<file path="config.mk">
export PLATFORM = sky130hd
export DESIGN_NAME = ram_fifo_ctrl
export DESIGN_NICKNAME = d
export VERILOG_FILES = /design/src/rtl/ram_fifo_pkg.sv /design/src/rtl/ram_fifo_wrap_counter.sv /design/src/rtl/ram_fifo_ctrl.sv
export SDC_FILE = /design/constraint.sdc
export NUM_CORES = 1
export LEC_CHECK = 0
export CAP_MARGIN = 20
export CORE_UTILIZATION = 31
export DETAILED_ROUTE_END_ITERATION = 8
export GPL_TIMING_DRIVEN = 0
export HOLD_SLACK_MARGIN = 0.02
export MAX_ROUTING_LAYER = met4
export PLACE_DENSITY_LB_ADDON = 0.15
export SETUP_SLACK_MARGIN = 0.4
export SYNTH_ARGS = -nofsm -noshare
export SYNTH_HDL_FRONTEND = slang
export SYNTH_SLANG_ARGS = --single-unit
</file>
<file path="constraint.sdc">
create_clock -name clk -period 2.8 [get_ports clk]
set_input_delay 0.56 -clock clk [delete_from_list [all_inputs] [get_ports clk]]
set_output_delay 0.56 -clock clk [all_outputs]
set_load 0.005 [all_outputs]
</file>
<file path="src/rtl/ram_fifo_pkg.sv">
// Shared parameters, output-register state type and pointer wrap helper for ram_fifo_ctrl
// and the ram instance it drives.
package ram_fifo_pkg;

   localparam int DATA_WIDTH = 8;
   localparam int ADDR_WIDTH = 5;
   localparam int DEPTH      = 32;

   typedef enum logic {
      OUT_EMPTY = 1'b0,
      OUT_FULL  = 1'b1
   } out_state_t;

   // Wraps at depth-1 so non power-of-two depths address only the usable entries.
   function automatic int unsigned ptr_next(input int unsigned ptr, input int unsigned depth);
      return (ptr == depth - 1) ? 0 : ptr + 1;
   endfunction

endpackage

</file>
<file path="src/rtl/ram_fifo_wrap_counter.sv">
// Pointer counter 0..DEPTH-1: advances by one on inc and wraps DEPTH-1 -> 0.
// Registered value, one edge per increment; no backpressure of its own.
module wrap_counter #(
   parameter int ADDR_WIDTH = ram_fifo_pkg::ADDR_WIDTH,
   parameter int DEPTH      = ram_fifo_pkg::DEPTH
) (
   input  logic                  clk,
   input  logic                  rst_n,
   input  logic                  inc,
   output logic [ADDR_WIDTH-1:0] value
);
   import ram_fifo_pkg::*;

   always_ff @(posedge clk or negedge rst_n) begin
      if (!rst_n) begin
         value <= '0;
      end else if (inc) begin
         value <= ADDR_WIDTH'(ptr_next(32'(value), 32'(DEPTH)));
      end
   end

endmodule

</file>
<file path="src/rtl/ram_fifo_ctrl.sv">
// Valid/ready FIFO controller around an external RAM plus one output register; 2-edge latency.
// in_ready depends only on registered occupancy, so a same-cycle drain frees space one cycle later.
module ram_fifo_ctrl #(
   parameter int DATA_WIDTH = ram_fifo_pkg::DATA_WIDTH,
   parameter int ADDR_WIDTH = ram_fifo_pkg::ADDR_WIDTH,
   parameter int DEPTH      = ram_fifo_pkg::DEPTH
) (
   input  logic                  clk,
   input  logic                  rst_n,
   input  logic                  in_valid,
   output logic                  in_ready,
   input  logic [DATA_WIDTH-1:0] in_data,
   output logic                  out_valid,
   input  logic                  out_ready,
   output logic [DATA_WIDTH-1:0] out_data,
   output logic [ADDR_WIDTH:0]   count,
   output logic [ADDR_WIDTH-1:0] ram_address_write,
   output logic [DATA_WIDTH-1:0] ram_data_write,
   output logic                  ram_write_enable,
   output logic [ADDR_WIDTH-1:0] ram_address_read,
   input  logic [DATA_WIDTH-1:0] ram_data_read
);
   import ram_fifo_pkg::*;

   localparam int                CW        = ADDR_WIDTH + 1;
   localparam logic [CW-1:0]     CNT_ONE   = CW'(1);
   localparam logic [CW-1:0]     CNT_DEPTH = CW'(DEPTH);

   logic [CW-1:0]         ram_count;
   logic [ADDR_WIDTH-1:0] wr_ptr;
   logic [ADDR_WIDTH-1:0] rd_ptr;
   logic                  accept;
   logic                  load;
   out_state_t            state_q;
   out_state_t            state_d;

   // rst_n gates in_ready so nothing is written to the RAM while reset is held.
   assign in_ready = rst_n && (ram_count != CNT_DEPTH);
   assign accept   = in_valid && in_ready;
   assign load     = (ram_count != '0) && (!out_valid || out_ready);

   assign ram_write_enable  = accept;
   assign ram_address_write = wr_ptr;
   assign ram_data_write    = in_data;
   assign ram_address_read  = rd_ptr;

   assign out_valid = (state_q == OUT_FULL);
   assign count     = ram_count + {{ADDR_WIDTH{1'b0}}, out_valid};

   wrap_counter #(
      .ADDR_WIDTH (ADDR_WIDTH),
      .DEPTH      (DEPTH)
   ) u_wr_ptr (
      .clk   (clk),
      .rst_n (rst_n),
      .inc   (accept),
      .value (wr_ptr)
   );

   wrap_counter #(
      .ADDR_WIDTH (ADDR_WIDTH),
      .DEPTH      (DEPTH)
   ) u_rd_ptr (
      .clk   (clk),
      .rst_n (rst_n),
      .inc   (load),
      .value (rd_ptr)
   );

   always_ff @(posedge clk or negedge rst_n) begin
      if (!rst_n) begin
         ram_count <= '0;
      end else begin
         case ({accept, load})
            2'b10:   ram_count <= ram_count + CNT_ONE;
            2'b01:   ram_count <= ram_count - CNT_ONE;
            default: ram_count <= ram_count;
         endcase
      end
   end

   always_ff @(posedge clk or negedge rst_n) begin
      if (!rst_n) begin
         state_q <= OUT_EMPTY;
      end else begin
         state_q <= state_d;
      end
   end

   always_comb begin
      state_d = state_q;
      case (state_q)
         OUT_EMPTY: if (load)                state_d = OUT_FULL;
         OUT_FULL:  if (out_ready && !load)  state_d = OUT_EMPTY;
         default:                            state_d = OUT_EMPTY;
      endcase
   end

   // out_data keeps the last word after it is consumed; only a load replaces it.
   always_ff @(posedge clk or negedge rst_n) begin
      if (!rst_n) begin
         out_data <= '0;
      end else if (load) begin
         out_data <= ram_data_read;
      end
   end

endmodule

</file>
==> results.json <==
{
  "status": "finished, violations left",
  "failed_checks": "design-rule violations",
  "clock-sinks": 25,
  "synth_area_sq_mm": 0.001461,
  "grt_pass1_wl_um": 5368,
  "wl_um": 3116,
  "vias_per_cell": 4.819,
  "core-area_sq_mm": 0.004444,
  "grt_usage_pct": 13.83,
  "crit_path_end_kind": "flop",
  "drtAntennaViolNets": 0,
  "vias": 1200,
  "syn_inst": 132,
  "drive_above_1_share_pct": 31.98,
  "grt-ovfl-total": 0,
  "p_leak_nw": 1.011,
  "h-tree-depth": 1,
  "arrival_ps": 2920,
  "yosysUniqueCellTypes": 35,
  "drtPass1Iterations": 6,
  "drv_slew": 0,
  "design_area_sq_mm": 0.002291,
  "place_hpwl_um": 2367,
  "die_y_um": 70.66,
  "path_class": "reg -> reg",
  "setup-tns-final_ps": 0,
  "antenna_found_initial": 0,
  "row_count": 24,
  "grt_pass1_vias": 1231,
  "vdd_drop_max_mv": 0.3622,
  "skew_ps": 1.622,
  "power.density_mw_per_mm2": 915.8,
  "tightest_slew_ps": 260.4,
  "antenna_cells": 0,
  "ys_async_sr_fraction_pct": 100.0,
  "syn_nets": 164,
  "synth_seq_area_share_pct": 42.81,
  "syn_area_per_cell_sq_um": 11.07,
  "clkLatencyLatePin_ps": 260,
  "synth_ff_type": "dfrtp_1",
  "path_clk_slew_ps": 80,
  "detailed_place.area_sq_mm": 0.002101,
  "drt-wirelength-per-cell_um": 12.51,
  "cts.root.buffer_cell": "clkbuf_8",
  "final.min_clock_period_ps": 2723,
  "cts_tree": "yes",
  "synth-edff-count": 0,
  "cts_buffer_depth": 2,
  "die_w_um": 70.66,
  "maxCapViolations": 0,
  "yosys_warnings": 0,
  "max_freq_mhz": 367.2,
  "cp_data_required_time_ps": 2990,
  "hold_violations": 0,
  "ys_ff_latch": 25,
  "grt_max_degree": 21,
  "io_buffers": 46,
  "place_congestion": 0.7387,
  "slew_headroom_pct": 82.40,
  "drt-initial-drc-count": 54,
  "syn_to_final_growth_pct": 56.76,
  "final_common_cell": "clkdlybuf4s50_1",
  "dieArea_sq_mm": 0.004993,
  "worstSetupStartpointType": "flop",
  "nNetsFinal": 230,
  "fin_crit_sh_pct": 97.26,
  "initial_core_util_pct": 32.88,
  "crit_fanout": 4,
  "pin_count": 55,
  "final_cell_mix": "clkdlybuf4s50_1 (40), dfrtp_1 (21), buf_4 (19)",
  "cts_made_buffers": 3,
  "rsz0062_at_grt": "true",
  "setup_viol": 0,
  "hp-class": "in -> async",
  "drc": 10
}
[layer usage]
metal  vias up  track usage, %  wire length [um]
met5         -               -                 0
met4         0           6.000                34
met3         2           1.425               111
met2        24           25.13              1660
met1       586           15.42              1310
li1        588               -                 -
[flip-flops by register name, summed over array words and instances, names as in the netlist]
register and flops:
out_data 8, ram_count 6, out_valid 1, u_rd_ptr.value 5, u_wr_ptr.value 5
[stage by stage]
stage | setup slack, ps | std cells | total power [mW] | hold slack (ps) | util, %
final | 76.67 | 249 | 2.098 | 241.6 | 51.55
after CTS | 53.80 | 246 | 2.107 | 242.7 | 50.68
after detailed placement | -414.0 | 231 | 1.814 | 495.7 | 47.27
after global routing | -55.71 | 249 | 2.294 | 245.0 | 51.55
after floorplan | 90.62 | 132 | 1.309 | 264.4 | -
after global placement | -885.1 | 230 | 1.767 | 483.5 | 46.65
[report_power, final]
group | internal, mW | switching (mW)
clock | 0.102 | 0.110
sequential | 0.507 | 0.132
combinational | 0.769 | 0.478
total | 1.38 | 0.720
[cell type report]
type | count | area [sq um]
inverter | 7 | 31.28
clock buffer | 4 | 45.04
fill | 397 | 2153
buffer | 12 | 92.59
tap | 52 | 65.06
sequential | 25 | 630.6
timing repair buffer | 61 | 625.6
multi-input combinational | 88 | 800.8
[cell families (layout without fill, tap and decap cells)]
family / Yosys count / in the layout / share of synthesized area [%]
AOI/OAI and AO/OA: 24 / 24 / 11.64
xor gates and xnor gates: 9 / 9 / 5.393
adders and majority gates: 12 / 12 / 10.79
buffers and inverters: 19 / 84 / 7.790
DFF: 25 / 25 / 42.81
muxes: 14 / 14 / 10.62
and+or+nand+nor: 29 / 29 / 10.96
[Yosys cell counts, types with 2 or more instances]
master,instances,area (sq um)
dfrtp_1,25,625.6
mux2_2,12,135.1
ha_1,11,137.6
o21ai_0,11,55.05
buf_4,9,67.56
inv_1,7,26.28
nand2_1,5,18.77
nor2_1,5,18.77
xnor2_1,5,43.79
and3_1,4,25.02
nand3_1,4,20.02
xor2_1,4,35.03
nand2b_1,3,18.77
a21boi_0,2,15.01
mux2i_1,2,20.02
nor3_1,2,10.01
nor3b_1,2,15.01
o31ai_1,2,15.01
[worst max-delay path, stage by stage, from the launching register on]
cell,delay [ps]
dfrtp_2,410
or4_4,560
buf_6,140
o31ai_4,190
buf_6,140
inv_4,30
ha_4,180
buf_12,130
ha_4,250
a211oi_2,50
o21ai_1,190
mux2i_1,250
xnor2_1,130
[path summary, 6_finish.rpt]
path,to,cells past startpoint,slack [ps],startpoint
max,ram_count[5]$_DFFE_PN0P_,12,80,ram_count[2]$_DFFE_PN0P_
min,out_data[7]$_DFFE_PN0P_,1,240,rst_n
max reg2reg,ram_count[5]$_DFFE_PN0P_,12,80,ram_count[2]$_DFFE_PN0P_
min reg2reg,u_rd_ptr.value[3]$_DFFE_PN0P_,1,510,u_rd_ptr.value[3]$_DFFE_PN0P_
max in group asynchronous,ram_count[1]$_DFFE_PN0P_,2,2170,rst_n
min in group clk,u_rd_ptr.value[3]$_DFFE_PN0P_,1,510,u_rd_ptr.value[3]$_DFFE_PN0P_
[repair_timing]
| action | in CTS | in global routing |
|---|---|---|
| hold buffers | 0 | 0 |
| hold endpoints to repair | 0 | 0 |
| pin swaps | 10 | 3 |
| buffers inserted | 11 | 3 |
| gates cloned | 0 | 0 |
| gates resized for setup | 13 | 10 |
| endpoints found under the setup margin | 12 | 12 |
Power figures use the tool's default switching activity.
